File: src/rtl/blit_read_fifo_if.sv
// rtl/blit_read_fifo_if.sv - blitter read FIFO bus: address push, memory req/ack/return, data pop
// slave is the FIFO side; master is the blitter and memory side.
interface blit_read_fifo_if;
  logic        in_read;
  logic [25:0] in_addr;
  logic        fifo_full;
  logic        mem_req;
  logic [25:0] mem_addr;
  logic        mem_ack;
  logic        mem_rdata_valid;
  logic [31:0] mem_rdata;
  logic        out_valid;
  logic [31:0] out_data;
  logic        out_ready;
  logic        idle;
  logic        err;

  modport slave (
    input  in_read, in_addr, mem_ack, mem_rdata_valid, mem_rdata, out_ready,
    output fifo_full, mem_req, mem_addr, out_valid, out_data, idle, err
  );

  modport master (
    output in_read, in_addr, mem_ack, mem_rdata_valid, mem_rdata, out_ready,
    input  fifo_full, mem_req, mem_addr, out_valid, out_data, idle, err
  );
endinterface

File: src/rtl/blit_read_fifo.sv
// rtl/blit_read_fifo.sv - credit-limited read FIFO: address queue -> mem req/ack -> FWFT data queue
// A read is claimed when loaded into the request register and released when its data is popped.
module blit_read_fifo #(
  parameter int ADDR_DEPTH  = 16,
  parameter int DATA_DEPTH  = 16,
  parameter int FULL_MARGIN = 4
) (
  input logic            clock,
  input logic            reset,
  blit_read_fifo_if.slave bus
);
  localparam int AW = $clog2(ADDR_DEPTH);
  localparam int DW = $clog2(DATA_DEPTH);
  localparam logic [AW:0] ADDR_CAP = (AW+1)'(ADDR_DEPTH);
  localparam logic [AW:0] MARGIN   = (AW+1)'(FULL_MARGIN);
  localparam logic [DW:0] DATA_CAP = (DW+1)'(DATA_DEPTH);

  typedef enum logic {REQ_IDLE, REQ_BUSY} req_state_e;

  logic [25:0]   addr_mem_q [ADDR_DEPTH];
  logic [AW-1:0] addr_wr_ptr_q, addr_rd_ptr_q;
  logic [AW:0]   addr_count_q, addr_count_d;

  logic [31:0]   data_mem_q [DATA_DEPTH];
  logic [DW-1:0] data_wr_ptr_q, data_rd_ptr_q;
  logic [DW:0]   data_count_q, data_count_d;
  logic [DW:0]   claims_q, claims_d;

  req_state_e    req_state_q, req_state_d;
  logic [25:0]   req_addr_q, req_addr_d;
  logic          err_q;

  logic push_ok, push_drop, can_load, load, ret_ok, ret_stray, pop;

  assign push_ok   = bus.in_read && (addr_count_q != ADDR_CAP);
  assign push_drop = bus.in_read && (addr_count_q == ADDR_CAP);
  assign can_load  = (addr_count_q != '0) && (claims_q < DATA_CAP);
  assign pop       = (data_count_q != '0) && bus.out_ready;
  // Returns are only legal while some claimed read has not yet landed in the data queue.
  assign ret_ok    = bus.mem_rdata_valid && (claims_q > data_count_q);
  assign ret_stray = bus.mem_rdata_valid && (claims_q <= data_count_q);

  always_comb begin
    req_state_d = req_state_q;
    req_addr_d  = req_addr_q;
    load        = 1'b0;
    case (req_state_q)
      REQ_IDLE: begin
        if (can_load) begin
          load        = 1'b1;
          req_state_d = REQ_BUSY;
          req_addr_d  = addr_mem_q[addr_rd_ptr_q];
        end
      end
      REQ_BUSY: begin
        if (bus.mem_ack) begin
          if (can_load) begin
            load       = 1'b1;
            req_addr_d = addr_mem_q[addr_rd_ptr_q];
          end else begin
            req_state_d = REQ_IDLE;
          end
        end
      end
      default: req_state_d = REQ_IDLE;
    endcase
  end

  always_comb begin
    addr_count_d = addr_count_q;
    claims_d     = claims_q;
    data_count_d = data_count_q;
    case ({push_ok, load})
      2'b10:   addr_count_d = addr_count_q + 1'b1;
      2'b01:   addr_count_d = addr_count_q - 1'b1;
      default: addr_count_d = addr_count_q;
    endcase
    case ({load, pop})
      2'b10:   claims_d = claims_q + 1'b1;
      2'b01:   claims_d = claims_q - 1'b1;
      default: claims_d = claims_q;
    endcase
    case ({ret_ok, pop})
      2'b10:   data_count_d = data_count_q + 1'b1;
      2'b01:   data_count_d = data_count_q - 1'b1;
      default: data_count_d = data_count_q;
    endcase
  end

  always_ff @(posedge clock) begin
    if (reset) begin
      req_state_q   <= REQ_IDLE;
      req_addr_q    <= '0;
      addr_wr_ptr_q <= '0;
      addr_rd_ptr_q <= '0;
      addr_count_q  <= '0;
      data_wr_ptr_q <= '0;
      data_rd_ptr_q <= '0;
      data_count_q  <= '0;
      claims_q      <= '0;
      err_q         <= 1'b0;
    end else begin
      req_state_q  <= req_state_d;
      req_addr_q   <= req_addr_d;
      addr_count_q <= addr_count_d;
      data_count_q <= data_count_d;
      claims_q     <= claims_d;
      err_q        <= err_q | push_drop | ret_stray;
      if (push_ok) addr_wr_ptr_q <= addr_wr_ptr_q + AW'(1);
      if (load)    addr_rd_ptr_q <= addr_rd_ptr_q + AW'(1);
      if (ret_ok)  data_wr_ptr_q <= data_wr_ptr_q + DW'(1);
      if (pop)     data_rd_ptr_q <= data_rd_ptr_q + DW'(1);
    end
  end

  // Storage arrays carry no reset; validity is tracked entirely by the counts.
  always_ff @(posedge clock) begin
    if (push_ok) addr_mem_q[addr_wr_ptr_q] <= bus.in_addr;
    if (ret_ok)  data_mem_q[data_wr_ptr_q] <= bus.mem_rdata;
  end

  assign bus.fifo_full = (ADDR_CAP - addr_count_q) < MARGIN;
  assign bus.mem_req   = (req_state_q == REQ_BUSY);
  assign bus.mem_addr  = req_addr_q;
  assign bus.out_valid = (data_count_q != '0);
  assign bus.out_data  = data_mem_q[data_rd_ptr_q];
  assign bus.idle      = (addr_count_q == '0) && (req_state_q == REQ_IDLE) && (claims_q == '0);
  assign bus.err       = err_q;
endmodule

File: src/flat_wrapper.sv
// flat-port wrapper written by rule: the top's interface ports become plain ports
module blit_read_fifo_flat 
#(
  parameter int ADDR_DEPTH  = 16,
  parameter int DATA_DEPTH  = 16,
  parameter int FULL_MARGIN = 4
)
  (clock, reset, bus_in_read, bus_in_addr, bus_mem_ack, bus_mem_rdata_valid, bus_mem_rdata, bus_out_ready, bus_fifo_full, bus_mem_req, bus_mem_addr, bus_out_valid, bus_out_data, bus_idle, bus_err);
  blit_read_fifo_if bus_i ();
  input logic clock;
  input logic reset;
  input wire logic [$bits(bus_i.in_read)-1:0] bus_in_read;
  input wire logic [$bits(bus_i.in_addr)-1:0] bus_in_addr;
  input wire logic [$bits(bus_i.mem_ack)-1:0] bus_mem_ack;
  input wire logic [$bits(bus_i.mem_rdata_valid)-1:0] bus_mem_rdata_valid;
  input wire logic [$bits(bus_i.mem_rdata)-1:0] bus_mem_rdata;
  input wire logic [$bits(bus_i.out_ready)-1:0] bus_out_ready;
  output wire logic [$bits(bus_i.fifo_full)-1:0] bus_fifo_full;
  output wire logic [$bits(bus_i.mem_req)-1:0] bus_mem_req;
  output wire logic [$bits(bus_i.mem_addr)-1:0] bus_mem_addr;
  output wire logic [$bits(bus_i.out_valid)-1:0] bus_out_valid;
  output wire logic [$bits(bus_i.out_data)-1:0] bus_out_data;
  output wire logic [$bits(bus_i.idle)-1:0] bus_idle;
  output wire logic [$bits(bus_i.err)-1:0] bus_err;
  assign bus_i.in_read = bus_in_read;
  assign bus_i.in_addr = bus_in_addr;
  assign bus_i.mem_ack = bus_mem_ack;
  assign bus_i.mem_rdata_valid = bus_mem_rdata_valid;
  assign bus_i.mem_rdata = bus_mem_rdata;
  assign bus_i.out_ready = bus_out_ready;
  assign bus_fifo_full = bus_i.fifo_full;
  assign bus_mem_req = bus_i.mem_req;
  assign bus_mem_addr = bus_i.mem_addr;
  assign bus_out_valid = bus_i.out_valid;
  assign bus_out_data = bus_i.out_data;
  assign bus_idle = bus_i.idle;
  assign bus_err = bus_i.err;
  blit_read_fifo #(.ADDR_DEPTH(ADDR_DEPTH), .DATA_DEPTH(DATA_DEPTH), .FULL_MARGIN(FULL_MARGIN)) u_core (.clock(clock), .reset(reset), .bus(bus_i));
endmodule
File: config.mk
export PLATFORM = sky130hd
export DESIGN_NAME = blit_read_fifo_flat
export DESIGN_NICKNAME = d
export VERILOG_FILES = /design/src/rtl/blit_read_fifo_if.sv /design/src/rtl/blit_read_fifo.sv /design/src/flat_wrapper.sv
export SDC_FILE = /design/constraint.sdc
export NUM_CORES = 1
export LEC_CHECK = 0
export ABC_AREA = 1
export ABC_CLOCK_PERIOD_IN_PS = 8650
export BUFFER_PORTS_ARGS = -buffer_cell sky130_fd_sc_hd__buf_2
export CORE_ASPECT_RATIO = 2
export CORE_UTILIZATION = 64
export CTS_CLUSTER_DIAMETER = 100
export DETAILED_ROUTE_END_ITERATION = 7
export PLACE_DENSITY = 0.78
export SYNTH_ARGS = -nofsm -noshare
export SYNTH_HDL_FRONTEND = slang
export SYNTH_SLANG_ARGS = --single-unit
File: constraint.sdc
create_clock -name clock -period 8.65 [get_ports clock]
set_input_delay 0.865 -clock clock [delete_from_list [all_inputs] [get_ports clock]]
set_output_delay 0.865 -clock clock [all_outputs]
set_load 0.02 [all_outputs]
==> flow_summary.ini, run 1 <==
[status]
status = finished clean

[clock_tree]
cts-root-buf = clkbuf_16
postCtsResizedCells = 0
cts_buffers = 80
hold_buffers = 0
post_cts_buffers = 0
clk_pin_slew_worst_paths_ns = 0.06
insertion_delay_ns = 0.63
clk_path_buf_depth = 3
cts_tree = done
cts.sinks = 995
htreeDepth = 3

[worst_setup_path]
crit_type = register to output pin
cp.required_ns = 7.79
crit_chain = buf_4 > buf_4 > a21oi_1 > o21ai_0 > nand3_1 > nand3_1 > nand2_1 > buf_2
start_kind = register
critPathArrivalTime_ns = 3.58
cp_max_fo = 80
cp_num_buf_inv = 3
crit_family = buffers and inverters
end_kind = output pin
worst_path_max_delay_cell = dfxtp_4
cpPeakStageDelay_ns = 0.74

[global_routing]
antenna_found_initial = 10
grt_max_degree = 293
grt_first_pass_wirelength_um = 143000
grt_pass1_vias = 26200
gr-usage-all-layers = 0.290
grt_overflow = 0

[sta]
finClkSkew_ns = 0.0248
setup_violations = 0
min_period_ns = 4.44
min_period_over_period = 0.513
maxSlewHeadroom = 0.213
drv_slew = 0
rsz0062_at_grt = no
max_freq_ghz = 0.225
worstMarginPinSlew_ns = 1.18
finalSetupTns_ns = 0
hold_viol = 0

[synth]
syn_inst = 3720
ys_warn_count = 0
yosysTopAreaCell = edfxtp_1
synth_largest_type_area_fraction = 0.671
syn_area_um2 = 41500
synth_seq_area_share = 0.703
yosysUniqueCellTypes = 29
yosys-top-cells-area = edfxtp_1 (67%), nand2_1 (7.9%), nand3_1 (5.9%)
syn_area_per_cell_um2 = 11.2
yosys_register_bits = 995
syn_nets = 3815

[finish]
final_net_count = 3866
drive_above_1_share = 0.0889
area_growth_pct = 9.71
fill_cells = 4273
fin_area_um2 = 45600

[flow_run]
cap_violations = 0

[routing]
dr.pass1.iters = 7
routed_via_density = 5.86
antenna_left = 0
wl_per_cell_um = 20.4
drt_wl_total_um = 94800
drc_errors = 0
vias = 27200
drtIter0Drc = 2740

[power]
p_leak_nw = 17.9
powerDensity_nw_per_um2 = 280
vdd_drop_max_uv = 226

[floorplan]
pin_count = 127
die_w_um = 182
num_rows = 131
core_area_um2 = 63900
die_y_um = 362
start_util = 0.650
dieArea_um2 = 66000

[placement]
placed_cell_area_um2 = 42800
hpwl_um = 49900
port_buffers = 126
gp_congestion = 0.816

[min_path]
hold_class = register to register
-- worst register-to-register path, stage by stage, from the launching register on --
cell     delay [ns]
dfxtp_4        0.69
buf_4          0.86
buf_4          0.83
nand2_1        0.19
nand3_1        0.13
nand3_1        0.10
nand3_1        0.14
nand3_1        0.12
nand2_1        0.11
inv_1          0.04
-- cell usage in the layout, fill, tap and decap left out, types with 5 or more instances in the layout --
cell / instances
o211ai_1: 128
inv_6: 5
a21oi_1: 159
clkbuf_8: 7
clkbuf_1: 13
nand4_1: 5
edfxtp_1: 928
clkinv_2: 12
inv_1: 545
xor2_1: 9
nor2_1: 75
nor2_4: 32
buf_4: 43
bufinv_16: 10
buf_2: 126
nand2_1: 878
ha_1: 29
diode_2: 7
clkinv_1: 11
nand3_1: 492
o21ai_0: 146
clkbuf_16: 85
clkinvlp_4: 6
dfxtp_1: 59
-- layout make-up --
| type | count | area, um2 | area share |
|---|---|---|---|
| sequential | 995 | 29200 | 0.641 |
| antenna | 7 | 17.5 | 0.000384 |
| multi-input combinational | 1970 | 9510 | 0.209 |
| tap | 798 | 998 | 0.0219 |
| clock buffer | 105 | 2270 | 0.0498 |
| inverter | 553 | 2080 | 0.0457 |
| timing repair buffer | 171 | 993 | 0.0218 |
| clock inverter | 41 | 483 | 0.0106 |
-- path summary, 6_finish.rpt --
check                                                     startpoint                                   end  slack (ns)  cells after the start
worst max register to register                              register  u_core.bus.mem_addr[24]$_SDFFE_PP0P_        5.34                      9
worst max-delay path                                        register                      bus_out_data[10]        4.21                      8
worst min register to register  u_core.data_rd_ptr_q[2]$_SDFFE_PP0N_                              register        0.48                      2
worst min-delay path            u_core.data_rd_ptr_q[2]$_SDFFE_PP0N_                              register        0.48                      2
-- per-stage QoR --
stage | hold WS, ns | std cells | total power, mW | utilization | setup WS (ns)
6_report | 0.484 | 4640 | 12.8 | 0.713 | 4.21
3_3_place_gp | 0.459 | 4487 | 8.95 | 0.670 | 5.01
5_1_grt | 0.513 | 4638 | 13.4 | 0.713 | 3.93
2_1_floorplan | 0.447 | 3720 | 8.17 | - | 5.37
4_1_cts | 0.484 | 4633 | 12.8 | 0.713 | 4.24
3_5_place_dp | 0.473 | 4487 | 9.04 | 0.670 | 4.93
-- routing by layer --
layer | global-route usage | vias to the layer above | share of wire
met5 | 0 | - | 0.00051
met3 | 0.0456 | 314 | 0.084
li1 | - | 12600 | -
met4 | 0.176 | 8 | 0.053
met1 | 0.330 | 12900 | 0.34
met2 | 0.510 | 1348 | 0.52
-- Yosys cell counts (all sizes together) --
cell type	n
a211oi	1
a21boi	2
a21oi	159
a31oi	1
buf	134
clkbuf	68
clkinv	3
dfxtp	67
edfxtp	928
fa	2
ha	29
inv	550
nand2	878
nand3	492
nand3b	1
nand4	5
nor2	107
nor3	2
nor4	1
o211ai	128
o21a	1
o21ai	146
o21bai	3
xnor2	3
xor2	9
-- registers in the layout, summed over array words and instances, names as in the netlist, 5 cells and up, named ones only --
| register | count |
|---|---|
| u_core.addr_count_q | 5 |
| u_core.addr_mem_q | 416 |
| u_core.bus.mem_addr | 26 |
| u_core.claims_q | 5 |
| u_core.data_mem_q | 512 |
| u_core.data_count_q | 5 |
-- cells by family (layout without fill, tap and decap cells) --
| group | Yosys count | after routing | synth area share |
|---|---|---|---|
| buffers and inverters | 755 | 870 | 0.0740 |
| xor gates and xnor gates | 12 | 12 | 0.00253 |
| and+or+nand+nor | 1486 | 1486 | 0.150 |
| AOI/OAI and AO/OA | 441 | 441 | 0.0613 |
| adders and majority gates | 31 | 31 | 0.00970 |
| DFF | 995 | 995 | 0.703 |
| other | 0 | 7 | 0 |
-- report_power, final --
group	total (mW)	leakage [nW]	internal, mW	switching [mW]
Sequential	5.74	8.93	5.53	0.202
Clock	3.79	1.34	2.16	1.63
Combinational	3.24	7.63	0.987	2.25
Total	12.8	17.9	8.68	4.08
(Power assumes the default switching activity.)
==> inputs of run 2 (changes only) <==
Settings changed: ABC_AREA 1 to 0, ABC_CLOCK_PERIOD_IN_PS 8650 to 4500, CORE_UTILIZATION 64 to 62, PLACE_DENSITY 0.78 to 0.76.
Clock period 8.65 ns to 4.5 ns, I/O delays scaled along.
==> run 2 against run 1 <==
Combinational power up 55%. Largest power group unchanged. Final area down 6.8%. Global-route usage down 2.8 points. Core utilization down 1.5 points. First-iteration DRC count down 40%. Largest cell class unchanged. Via count down 35%. Total power up 80%. Highest routed layer unchanged. Synthesized cell count down 53%. Die area down 5.2%.
==> flow_summary.ini, run 2 <==
[status]
status = finished clean

[worst_setup_path]
ff2ff_path_depth = 12
r2r_slack_ns = 1.07
start_kind = register
end_kind = output pin
worst_r2r_endpoint = u_core.addr_count_q[4]$_SDFFE_PP0P_
critPathArrivalTime_ns = 3.08
rr_startpoint = u_core.addr_count_q[0]$_SDFFE_PP0P_
cp_max_fo = 76
crit_type = register to output pin
cp.required_ns = 4.05

[synth]
synth_seq_area_share = 0.766
yosysTopAreaCell = edfxtp_1
synth-compound-area-share = 0.0154
yosysUniqueCellTypes = 49
syn_inst = 1748
synth_xor_area_frac = 0.00482
syn_area_um2 = 38100
yosys-top-cells-area = edfxtp_1 (73%), mux4_2 (15%), dfxtp_1 (3.5%)
synth_largest_type_area_fraction = 0.731
yosys_register_bits = 995
synth-main-ff-cell = edfxtp_1
synth_top_family_by_area = multiplexers
synthTopCellsByCount = edfxtp_1 (928), mux4_2 (262), nor2_1 (89), inv_1 (70), dfxtp_1 (67)
async_flop_share = 0
syn_area_per_cell_um2 = 21.8
synthSimpleGateAreaFrac = 0.0195
synthMostInstantiatedCell = edfxtp_1
synth_edf_count = 928
synthAdderAreaFrac = 0.0106
syn_nets = 1843
ys_warn_count = 0
muxShareOfSynthArea = 0.165

[routing]
drt_wl_total_um = 78800
highest_layer = met5
drtIter0Drc = 1638
wl_per_cell_um = 28.6
routed_via_density = 6.38
wl_met1_um = 26100
vias = 17600
antenna_left = 0
wl_met2_um = 45700
drc_errors = 0
dr.pass1.iters = 6
wl_met3_um = 4190

[sta]
rsz0062_at_grt = no
setup_violations = 0
finalSetupTns_ns = 0
max_freq_ghz = 0.283
drv_slew = 0
min_period_ns = 3.53
worstMarginPinSlew_ns = 1.17
maxSlewHeadroom = 0.222
finClkSkew_ns = 0.0185
whs_ns = 0.148
min_period_over_period = 0.785
hold_viol = 0

[power]
powerDensity_nw_per_um2 = 541
p_leak_nw = 13.7
vdd_drop_max_uv = 567
design_power_total_mw = 23.0

[clock_tree]
hold_buffers = 0
cts_buffers = 80
cts_tree = done
cts.sinks = 995
postCtsResizedCells = 0
insertion_delay_ns = 0.62
clk_path_buf_depth = 3
post_cts_buffers = 0
cts-root-buf = clkbuf_16
clk_pin_slew_worst_paths_ns = 0.06
htreeDepth = 3

[floorplan]
dieArea_um2 = 62600
start_util = 0.627
core_area_um2 = 60900
die_y_um = 353
die_w_um = 177
num_rows = 128
pin_count = 127

[placement]
hpwl_um = 45300
port_buffers = 126
gp_congestion = 0.788

[flow_run]
cap_violations = 0

[min_path]
holdPathStages = 3
hold_start = bus_in_read
hold_class = input port to register
min_to = u_core.bus.err$_SDFF_PP0_

[finish]
drive_above_1_share = 0.304
largest_reg_flops = 512
top_register = u_core.data_mem_q
diodes = 0
layout_common_cells = edfxtp_1 (928), mux4_2 (262), buf_2 (126)
final_net_count = 2008
final_common_cell = edfxtp_1
area_growth_pct = 11.4

[global_routing]
grt_first_pass_wirelength_um = 117000
grt_overflow = 0
antenna_found_initial = 5
gr-usage-all-layers = 0.261
grt_max_degree = 77
grt_pass1_vias = 19000
## run 2: cell type report
type                    instances  area, um2
flip-flops and latches        995      29200
fillers                      3619      18400
multi-input cells             594       8420
clock buffers                 104       2170
repair buffers                171       1030
well taps                     780        976
clock inverters                43        383
inverters                      71        267
## run 2: worst max-delay path, cell delays in order (launching register included)
cell	delay, ns
dfxtp_4	0.54
buf_12	0.46
mux4_2	0.60
mux4_2	0.53
buf_2	0.19
## run 2: routing by layer
metal	track usage	up-vias
met1	0.287	9279
met5	0	-
met4	0.101	8
met2	0.496	627
li1	-	7505
met3	0.0391	168
## run 2: stage by stage
stage	cells	cell area, um2	setup slack (ns)	utilization
2_1_floorplan	1748	38100	0.0796	-
3_3_place_gp	2611	39900	1.16	0.656
3_5_place_dp	2611	39900	1.11	0.656
4_1_cts	2758	42500	0.929	0.698
5_1_grt	2758	42500	0.830	0.698
6_report	2758	42500	0.970	0.698
## run 2: cells by family after synthesis
| logic type | count (synthesis) |
|---|---|
| adder cells (fa/ha/maj) | 31 |
| buffers and inverters | 159 |
| XOR/XNOR | 21 |
| flip-flops | 995 |
| AO/OA/AOI/OAI | 84 |
| multiplexers | 297 |
| AND/OR/NAND/NOR | 161 |
## run 2: where the power goes
part           internal, mW  leakage (nW)  switching [mW]
Sequential             10.6          8.92           0.398
Clock                  3.77          1.24            3.11
Combinational          2.37          3.57            2.66
Total                  16.8          13.7            6.17
## run 2: worst max-delay path by stage
stage / to / slack (ns) / depth (start not counted)
CTS: bus_out_data[15] / 0.93 / 4
global route: bus_out_data[15] / 0.83 / 4
global placement: u_core.addr_count_q[4]$_SDFFE_PP0P_ / 1.16 / 12
floorplan: u_core.data_mem_q[2][0]$_DFFE_PP_ / 0.08 / 9
finish: bus_out_data[15] / 0.97 / 4
detailed placement: u_core.addr_count_q[4]$_SDFFE_PP0P_ / 1.11 / 12
